<file path="src/rtl/imem_arb_pkg.sv">
// Shared types and defaults for the instruction-memory port arbiter.
// Optional perf counters in the top are enabled with IMEM_ARB_PERF_EN.
package imem_arb_pkg;

  localparam int ADDR_W_DEF   = 9;
  localparam int DATA_W_DEF   = 32;
  localparam int STARVE_CNT_W = 4;

  typedef enum logic [1:0] {
    OWN_NONE  = 2'd0,
    OWN_FETCH = 2'd1,
    OWN_LOAD  = 2'd2
  } owner_e;

endpackage

</file>
<file path="src/rtl/imem_port_arbiter_if.sv">
// Bus bundle between fetch path, loader, arbiter and instruction memory.
// slave = arbiter side, master = requesters/memory side.
interface imem_port_arbiter_if
  import imem_arb_pkg::*;
#(
  parameter int ADDR_W = ADDR_W_DEF,
  parameter int DATA_W = DATA_W_DEF
) ();

  logic              fetch_req;
  logic [ADDR_W-1:0] fetch_addr;
  logic              fetch_gnt;
  logic              fetch_rvalid;
  logic [DATA_W-1:0] fetch_rdata;

  logic              ld_req;
  logic              ld_we;
  logic [ADDR_W-1:0] ld_addr;
  logic [DATA_W-1:0] ld_wdata;
  logic              ld_lock;
  logic              ld_gnt;
  logic              ld_rvalid;
  logic [DATA_W-1:0] ld_rdata;

  logic [ADDR_W-1:0] mem_addr;
  logic              mem_we;
  logic [DATA_W-1:0] mem_wdata;
  logic [DATA_W-1:0] mem_rdata;

  modport slave (
    input  fetch_req, fetch_addr,
    output fetch_gnt, fetch_rvalid, fetch_rdata,
    input  ld_req, ld_we, ld_addr, ld_wdata, ld_lock,
    output ld_gnt, ld_rvalid, ld_rdata,
    output mem_addr, mem_we, mem_wdata,
    input  mem_rdata
  );

  modport master (
    output fetch_req, fetch_addr,
    input  fetch_gnt, fetch_rvalid, fetch_rdata,
    output ld_req, ld_we, ld_addr, ld_wdata, ld_lock,
    input  ld_gnt, ld_rvalid, ld_rdata,
    input  mem_addr, mem_we, mem_wdata,
    output mem_rdata
  );

endinterface

</file>
<file path="src/rtl/imem_arb_starve_ctr.sv">
// Saturating count of consecutive denied loader cycles; at_max forces a loader grant.
module imem_arb_starve_ctr
  import imem_arb_pkg::*;
#(
  parameter int MAX = 4
) (
  input  logic clk,
  input  logic rst_n,
  input  logic inc,
  input  logic clr,
  output logic at_max
);

  localparam logic [STARVE_CNT_W-1:0] MAX_C = STARVE_CNT_W'(MAX);

  logic [STARVE_CNT_W-1:0] cnt_q;

  always_ff @(posedge clk or negedge rst_n) begin
    if (!rst_n) begin
      cnt_q <= '0;
    end else if (clr) begin
      cnt_q <= '0;
    end else if (inc && (cnt_q != MAX_C)) begin
      cnt_q <= cnt_q + STARVE_CNT_W'(1);
    end
  end

  assign at_max = (cnt_q == MAX_C);

endmodule

</file>
<file path="src/rtl/imem_port_arbiter.sv">
// Shares one instruction-memory port between fetch and the loader/debug port.
// Define IMEM_ARB_PERF_EN to build the fetch grant/stall counters; otherwise they read 0.
module imem_port_arbiter
  import imem_arb_pkg::*;
#(
  parameter int ADDR_W     = ADDR_W_DEF,
  parameter int DATA_W     = DATA_W_DEF,
  parameter int STARVE_MAX = 4
) (
  input  logic                clk,
  input  logic                rst_n,
  imem_port_arbiter_if.slave  bus,
  output logic [31:0]         perf_fetch_gnt_cnt,
  output logic [31:0]         perf_fetch_stall_cnt
);

  logic              at_max;
  logic              fetch_gnt;
  logic              ld_gnt;
  logic [ADDR_W-1:0] addr_q;
  logic [DATA_W-1:0] fetch_rdata_q;
  logic [DATA_W-1:0] ld_rdata_q;
  owner_e            owner_q;
  owner_e            owner_d;

  // Grants are gated by rst_n so nothing reaches the memory while reset is held.
  assign ld_gnt    = rst_n & bus.ld_req &
                     (bus.ld_lock | at_max | ~bus.fetch_req);
  assign fetch_gnt = rst_n & bus.fetch_req & ~bus.ld_lock &
                     ~(at_max & bus.ld_req);

  imem_arb_starve_ctr #(
    .MAX (STARVE_MAX)
  ) u_starve (
    .clk    (clk),
    .rst_n  (rst_n),
    .inc    (bus.ld_req & ~ld_gnt),
    .clr    (ld_gnt | ~bus.ld_req),
    .at_max (at_max)
  );

  always_comb begin
    bus.mem_addr  = addr_q;
    bus.mem_we    = 1'b0;
    bus.mem_wdata = '0;
    owner_d       = OWN_NONE;
    if (ld_gnt) begin
      bus.mem_addr = bus.ld_addr;
      if (bus.ld_we) begin
        bus.mem_we    = 1'b1;
        bus.mem_wdata = bus.ld_wdata;
      end else begin
        owner_d = OWN_LOAD;
      end
    end else if (fetch_gnt) begin
      bus.mem_addr = bus.fetch_addr;
      owner_d      = OWN_FETCH;
    end
  end

  always_ff @(posedge clk or negedge rst_n) begin
    if (!rst_n) begin
      addr_q        <= '0;
      owner_q       <= OWN_NONE;
      fetch_rdata_q <= '0;
      ld_rdata_q    <= '0;
    end else begin
      addr_q  <= bus.mem_addr;
      owner_q <= owner_d;
      if (owner_q == OWN_FETCH) fetch_rdata_q <= bus.mem_rdata;
      if (owner_q == OWN_LOAD)  ld_rdata_q    <= bus.mem_rdata;
    end
  end

  // Memory read data arrives the cycle after the grant; the idle side keeps its last word.
  assign bus.fetch_gnt    = fetch_gnt;
  assign bus.ld_gnt       = ld_gnt;
  assign bus.fetch_rvalid = (owner_q == OWN_FETCH);
  assign bus.ld_rvalid    = (owner_q == OWN_LOAD);
  assign bus.fetch_rdata  = (owner_q == OWN_FETCH) ? bus.mem_rdata : fetch_rdata_q;
  assign bus.ld_rdata     = (owner_q == OWN_LOAD)  ? bus.mem_rdata : ld_rdata_q;

`ifdef IMEM_ARB_PERF_EN
  always_ff @(posedge clk or negedge rst_n) begin
    if (!rst_n) begin
      perf_fetch_gnt_cnt   <= '0;
      perf_fetch_stall_cnt <= '0;
    end else begin
      if (fetch_gnt && (perf_fetch_gnt_cnt != 32'hFFFF_FFFF))
        perf_fetch_gnt_cnt <= perf_fetch_gnt_cnt + 32'd1;
      if (bus.fetch_req && !fetch_gnt && (perf_fetch_stall_cnt != 32'hFFFF_FFFF))
        perf_fetch_stall_cnt <= perf_fetch_stall_cnt + 32'd1;
    end
  end
`else
  assign perf_fetch_gnt_cnt   = 32'd0;
  assign perf_fetch_stall_cnt = 32'd0;
`endif

endmodule

</file>
<file path="src/flat_wrapper.sv">
// flat-port wrapper written by rule: the top's interface ports become plain ports
module imem_port_arbiter_flat import imem_arb_pkg::*;
#(
  parameter int ADDR_W     = ADDR_W_DEF,
  parameter int DATA_W     = DATA_W_DEF,
  parameter int STARVE_MAX = 4
)
  (clk, rst_n, perf_fetch_gnt_cnt, perf_fetch_stall_cnt, bus_fetch_req, bus_fetch_addr, bus_fetch_gnt, bus_fetch_rvalid, bus_fetch_rdata, bus_ld_req, bus_ld_we, bus_ld_addr, bus_ld_wdata, bus_ld_lock, bus_ld_gnt, bus_ld_rvalid, bus_ld_rdata, bus_mem_addr, bus_mem_we, bus_mem_wdata, bus_mem_rdata);
  imem_port_arbiter_if #(.ADDR_W(ADDR_W), .DATA_W(DATA_W)) bus_i ();
  input  logic clk;
  input  logic rst_n;
  output logic [31:0] perf_fetch_gnt_cnt;
  output logic [31:0] perf_fetch_stall_cnt;
  input wire logic [$bits(bus_i.fetch_req)-1:0] bus_fetch_req;
  input wire logic [$bits(bus_i.fetch_addr)-1:0] bus_fetch_addr;
  output wire logic [$bits(bus_i.fetch_gnt)-1:0] bus_fetch_gnt;
  output wire logic [$bits(bus_i.fetch_rvalid)-1:0] bus_fetch_rvalid;
  output wire logic [$bits(bus_i.fetch_rdata)-1:0] bus_fetch_rdata;
  input wire logic [$bits(bus_i.ld_req)-1:0] bus_ld_req;
  input wire logic [$bits(bus_i.ld_we)-1:0] bus_ld_we;
  input wire logic [$bits(bus_i.ld_addr)-1:0] bus_ld_addr;
  input wire logic [$bits(bus_i.ld_wdata)-1:0] bus_ld_wdata;
  input wire logic [$bits(bus_i.ld_lock)-1:0] bus_ld_lock;
  output wire logic [$bits(bus_i.ld_gnt)-1:0] bus_ld_gnt;
  output wire logic [$bits(bus_i.ld_rvalid)-1:0] bus_ld_rvalid;
  output wire logic [$bits(bus_i.ld_rdata)-1:0] bus_ld_rdata;
  output wire logic [$bits(bus_i.mem_addr)-1:0] bus_mem_addr;
  output wire logic [$bits(bus_i.mem_we)-1:0] bus_mem_we;
  output wire logic [$bits(bus_i.mem_wdata)-1:0] bus_mem_wdata;
  input wire logic [$bits(bus_i.mem_rdata)-1:0] bus_mem_rdata;
  assign bus_i.fetch_req = bus_fetch_req;
  assign bus_i.fetch_addr = bus_fetch_addr;
  assign bus_fetch_gnt = bus_i.fetch_gnt;
  assign bus_fetch_rvalid = bus_i.fetch_rvalid;
  assign bus_fetch_rdata = bus_i.fetch_rdata;
  assign bus_i.ld_req = bus_ld_req;
  assign bus_i.ld_we = bus_ld_we;
  assign bus_i.ld_addr = bus_ld_addr;
  assign bus_i.ld_wdata = bus_ld_wdata;
  assign bus_i.ld_lock = bus_ld_lock;
  assign bus_ld_gnt = bus_i.ld_gnt;
  assign bus_ld_rvalid = bus_i.ld_rvalid;
  assign bus_ld_rdata = bus_i.ld_rdata;
  assign bus_mem_addr = bus_i.mem_addr;
  assign bus_mem_we = bus_i.mem_we;
  assign bus_mem_wdata = bus_i.mem_wdata;
  assign bus_i.mem_rdata = bus_mem_rdata;
  imem_port_arbiter #(.ADDR_W(ADDR_W), .DATA_W(DATA_W), .STARVE_MAX(STARVE_MAX)) u_core (.clk(clk), .rst_n(rst_n), .bus(bus_i), .perf_fetch_gnt_cnt(perf_fetch_gnt_cnt), .perf_fetch_stall_cnt(perf_fetch_stall_cnt));
endmodule
</file>
<file path="config.mk">
export PLATFORM = sky130hd
export DESIGN_NAME = imem_port_arbiter_flat
export DESIGN_NICKNAME = d
export VERILOG_FILES = /design/src/rtl/imem_arb_pkg.sv /design/src/rtl/imem_port_arbiter_if.sv /design/src/rtl/imem_arb_starve_ctr.sv /design/src/rtl/imem_port_arbiter.sv /design/src/flat_wrapper.sv
export SDC_FILE = /design/constraint.sdc
export NUM_CORES = 1
export LEC_CHECK = 0
export BUFFER_PORTS_ARGS = -buffer_cell sky130_fd_sc_hd__buf_2
export CAP_MARGIN = 10
export CORE_MARGIN = 2
export CORE_UTILIZATION = 40
export DETAILED_ROUTE_END_ITERATION = 7
export PLACE_DENSITY = 0.73
export SLEW_MARGIN = 20
export SYNTH_ARGS = -nofsm -noshare
export SYNTH_HDL_FRONTEND = slang
export SYNTH_HIERARCHICAL = 1
export SYNTH_SLANG_ARGS = --single-unit
</file>
<file path="constraint.sdc">
create_clock -name clk -period 4.1 [get_ports clk]
set_input_delay 0.41 -clock clk [delete_from_list [all_inputs] [get_ports clk]]
set_output_delay 0.41 -clock clk [all_outputs]
set_load 0.02 [all_outputs]
</file>
# Word level (Yosys, flattened, before mapping)
# Index checks and enable logic that the tools add are counted.
# word_totals
register_bits,79
out_inout_bits,174
wordCells,40
inputBits,88
# op_classes
n_reduce_logical,2
n_addsub,1
bitwise,15
n_eq_ne,4
n_mux,13
# op_table
operator,n
$mux W32,4
$mux W9,2
$mux W4,2
$and A1 B1 Y1,7
$not A1 Y1,5
$add A4 B1 Y4 const B,1
$eq A4 B3 Y1 const B,1
$mux W2,2
$ne A4 B3 Y1 const B,1
$mux W1,3
$or A1 B1 Y1,3
$eq A2 B1 Y1 const B,1
$eq A2 B2 Y1 const B,1
$reduce_bool A2 Y1,1
$logic_and A1 B1 Y1,1

# Depth between registers and ports, before layout
# depth
depth_word,9
depth_mapped,11
ltp_nobuf,10

# Cells and area by module
# Netlist, hierarchy kept.
# modules_own_cells
mod,area_per_inst_um2,instances,seq_area_each_um2,cells_per_inst
imem_port_arbiter,3721.1,1,1876.8,308
imem_arb_starve_ctr,234.0,1,100.1,24

# Worst setup path before layout
# No wires, ideal clock.
# synth_timing
kind,register -> output
from,register u_core.u_starve.cnt_q[0]
to,output port bus_mem_addr[0]
slack_ns,1.872
n_path_buf,1
required_time_ns,3.690
stages_incl_launch_ff,9
t_arrival_ns,1.818
path_cell_list,dfrtp_1 > inv_1 > ha_1 > nand3b_4 > inv_2 > and2_4 > dlygate4sd1_1 > o21ai_0 > a31oi_1
# synth_between
elab_chain_cells,6
word_cells_on_any_way,9
classes_between,eq/ne (1); mux (2); bitwise (6)
# synth_lines
item,line,rtl
"start, declared",imem_arb_starve_ctr.sv:16,logic [STARVE_CNT_W-1:0] cnt_q;
"start signal, assigned",imem_arb_starve_ctr.sv:24,cnt_q <= cnt_q + STARVE_CNT_W'(1);
$eq A4 B3 Y1 *,imem_arb_starve_ctr.sv:28,assign at_max = (cnt_q == MAX_C);
via u_core.at_max,imem_port_arbiter.sv:17,logic at_max;
$and A1 B1 Y1,imem_port_arbiter.sv:30,~(at_max & bus.ld_req);
$not A1 Y1,imem_port_arbiter.sv:30,
$and A1 B1 Y1,imem_port_arbiter.sv:29,assign fetch_gnt = rst_n & bus.fetch_req & ~bus.ld_lock &
$mux W9,imem_port_arbiter.sv:55,end else if (fetch_gnt) begin
$mux W9 *,imem_port_arbiter.sv:47,if (ld_gnt) begin
"end, declared",flat_wrapper.sv:27,output wire logic [$bits(bus_i.mem_addr)-1:0] bus_mem_addr;
# Mark *: on every way through the listed nets, which the timed path passes. The rest lies on a longest branch.

# Worst setup path in the final report
# layout_timing
from,register u_core.u_starve.cnt_q[0]
to,output port bus_mem_wdata[26]
# layout_between
elab_chain_cells,5
# layout_lines
item,line,rtl
$eq A4 B3 Y1,imem_arb_starve_ctr.sv:28,
via u_core.at_max,imem_port_arbiter.sv:17,
$or A1 B1 Y1 (2 in a row),imem_port_arbiter.sv:28,(bus.ld_lock | at_max | ~bus.fetch_req);
$and A1 B1 Y1,imem_port_arbiter.sv:27,assign ld_gnt = rst_n & bus.ld_req &
$mux W32,imem_port_arbiter.sv:47,
"end, declared",flat_wrapper.sv:29,output wire logic [$bits(bus_i.mem_wdata)-1:0] bus_mem_wdata;
# The timed path passes the listed nets, and every way through them passes these cells.

==> flow_summary.toml <==
[floorplanning]
start_util_pct = 40.8
die_h_um = 103
rows = 36
num_io_pins = 262
die_w_um = 103
die_area_um2 = 10700
design.core.area_um2 = 9680

[critical_path]
cp_cell_sequence = "inv_1 -> ha_1 -> nand3b_4 -> inv_2 -> nor3b_1 -> buf_4 -> or2_1 -> inv_2 -> and3_1 -> buf_2"
path_buf_inv = 5
worstRegToRegCells = 11
path_depth = 10
r2r_setup_slack_ns = 1.77
worstSetupPathType = "reg2out"
rr_startpoint = "u_core/u_starve/cnt_q[0]$_DFFE_PN0P_"
startpoint_type = "flip-flop"
crit_path_end = "bus_mem_wdata[26]"
crit_path_max_incr_delay_ns = 0.38
path_max_fanout = 34
crit_path_top_delay_cell = "dfrtp_1"
cp.required_ns = 3.69
critPathArrivalTime_ns = 2.66
path_common_cell = "inv_2"
cp-end-kind = "primary output"
crit_family = "simple AND/OR/NAND/NOR gates"
r2r_end = "u_core/u_starve/cnt_q[3]$_DFFE_PN0P_"
startpoint = "u_core/u_starve/cnt_q[0]$_DFFE_PN0P_"

[drt]
drtIter0Drc = 63
dr.pass1.iters = 4
drc = 0
vias = 2974
viasPerCell = 4.51
drtAntennaViolNets = 0
wl_um = 9160
wl_per_cell_um = 13.9

[cts]
cts_made_buffers = 9
post_cts_resized = 0
cts_sinks = 79
cts_tree = "built"
ctsRootBufferMaster = "clkbuf_8"
post_cts_buffers = 0
clk_pin_slew_ns = 0.09
clk_path_buf_depth = 2
clk_latency_ns = 0.35
htreeDepth = 3

[sta]
setup_viol = 0
period_share_pct = 74.9
period_needed_ns = 3.07
max_slew_margin_pct = 31.4
rsz0062_at_grt = "no"
tightest_slew_ns = 1.03
setup-tns-final_ns = 0
fmax_mhz = 326
finalClockSkew_ns = 0.0120
drv_slew = 0
hold_viol_final = 0

[finish]
nFillCells = 868
final_common_cell = "buf_2"
design_area_um2 = 5020
drive_above_1_share_pct = 42.3
nNetsFinal = 612
diodes = 0
layout_common_cells = "buf_2, dfrtp_1, mux2_1, conb_1, and3_1"
synthToLayoutAreaGrowth_pct = 27.0

[power]
p_sw_mw = 0.785
switching_share_pct = 33.1
leakagePower_nw = 2.73
p_int_mw = 1.59
vdd_drop_max_uv = 173
p_per_area_nw_per_um2 = 473
finalPower_mw = 2.37
share_clk_of_total_power_pct = 29.6
p_seq_share_pct = 40.6
pwr-share-comb_pct = 29.8

[yosys]
synth-xor-area-share_pct = 0
synth_edf_count = 0
synth_top_flop_cell = "dfrtp_1"
synth_mux_area_share_pct = 18.2
synth-simple-area-share_pct = 11.8
synthesis.area_um2 = 3960
synth_cells = 332
ys_top_cells_by_area = "dfrtp_1, mux2_1, buf_4, and3_1, or3b_1"
netlist-cell-type-count = 32
synth_top_area_share_pct = 50.0
syn_avg_cell_area_um2 = 11.9
synth_area_leader_cell = "dfrtp_1"
synth_top_family_by_area = "multiplexers"
yosysWarnings = 6
synth_compound_area_share_pct = 3.51
ys_ff_latch = 79
synthAdderAreaFrac_pct = 0.633
yosysSeqAreaShare_pct = 50.0
async_flop_share_pct = 100

[min_path]
min_path_type = "in2reg"

[placement]
dp_hpwl_um = 6830
placed_cell_area_um2 = 4770
gp_congestion = 0.749
port_buffers = 197

[global_routing]
use_met1_pct = 17.5
grt_pass1_wl_um = 12900
grt_pass1_vias = 2880
grt.met3_usage_pct = 3.83
use_met2_pct = 28.0
grt_overflow = 0
grt_max_degree = 76
grtUsageTotal_pct = 15.7
grt-busiest-layer = "met2"
antenna_found_initial = 0

[status]
status = "completed"

[flow_run]
max_cap_viol_count = 0
==> worst min-delay path by stage <==
| stage | end | cells past startpoint | from | slack (ns) |
|---|---|---|---|---|
| after floorplan | u_core/addr_q[0]$_DFF_PN0_ | 0 | rst_n | 0.11 |
| after global placement | u_core/owner_q[1]$_DFF_PN0_ | 1 | rst_n | 0.23 |
| after detailed placement | u_core/owner_q[1]$_DFF_PN0_ | 1 | rst_n | 0.23 |
| after CTS | u_core/ld_rdata_q[30]$_DFF_PN0_ | 2 | bus_mem_rdata[30] | 0.28 |
| after global routing | u_core/ld_rdata_q[23]$_DFF_PN0_ | 2 | bus_mem_rdata[23] | 0.30 |
| final | u_core/ld_rdata_q[30]$_DFF_PN0_ | 2 | bus_mem_rdata[30] | 0.30 |
==> cell type report <==
class                   instances  area, um2  share of cell area, %
repair buffers                200       1010                   20.2
clock buffers                  11        141                   2.82
well taps                     133        166                   3.31
flip-flops and latches         79       1980                   39.4
inverters                       5       18.8                  0.374
multi-input cells             227       1600                   31.9
clock inverters                 5        104                   2.07
==> logic make-up (layout without fill, tap and decap cells) <==
group                    Yosys count  count (layout)
AO/OA/AOI/OAI                     24              24
adder cells (fa/ha/maj)            2               2
buffers and inverters             89             221
flip-flops                        79              79
multiplexers                      64              64
other                              1              64
AND/OR/NAND/NOR                   73              73
==> through the flow <==
step / utilization (%) / worst slack [ns] / instances / hold slack, ns
2_1_floorplan: - / 1.87 / 395 / 0.114
3_3_place_gp: 49.2 / 1.55 / 643 / 0.231
3_5_place_dp: 49.2 / 1.43 / 643 / 0.233
4_1_cts: 51.9 / 1.04 / 660 / 0.278
5_1_grt: 51.9 / 0.803 / 660 / 0.296
6_report: 51.9 / 1.03 / 660 / 0.299
==> synth_stat cells (4+ instances only) <==
cell type and count:
nor3_1 10, clkbuf_1 4, a21oi_1 4, dfrtp_1 79, a31oi_1 9, buf_2 11, buf_4 64, buf_6 4
nor2_1 4, mux2_1 64, and3_1 32, o21ai_0 9, or3b_1 9
==> registers in the layout, indices dropped and copies added (netlist names) <==
register	count
u_core/ld_rdata_q	32
u_core/fetch_rdata_q	32
u_core/owner_q	2
u_core/addr_q	9
u_core/u_starve/cnt_q	4
==> power groups by stage <==
stage,sequential (mW),combinational (mW),clock (mW)
floorplan,0.967,0.510,0
global placement,0.973,0.697,0
detailed placement,0.981,0.711,0
CTS,0.966,0.713,0.725
global route,0.985,0.766,0.761
finish,0.965,0.706,0.703
==> metal layers <==
layer	wire length, um	vias up	share of wire [%]
li1	-	1400	-
met1	3650	1411	40
met2	4530	150	49
met3	852	13	9.3
met4	118	0	1.3
met5	0	-	0
==> timing repair <==
| action | in CTS | in global routing |
|---|---|---|
| endpoints found under the hold margin | 4 | 0 |
| setup endpoints to repair | 0 | 0 |
| hold buffers | 1 | 0 |
(Power assumes the default switching activity.)
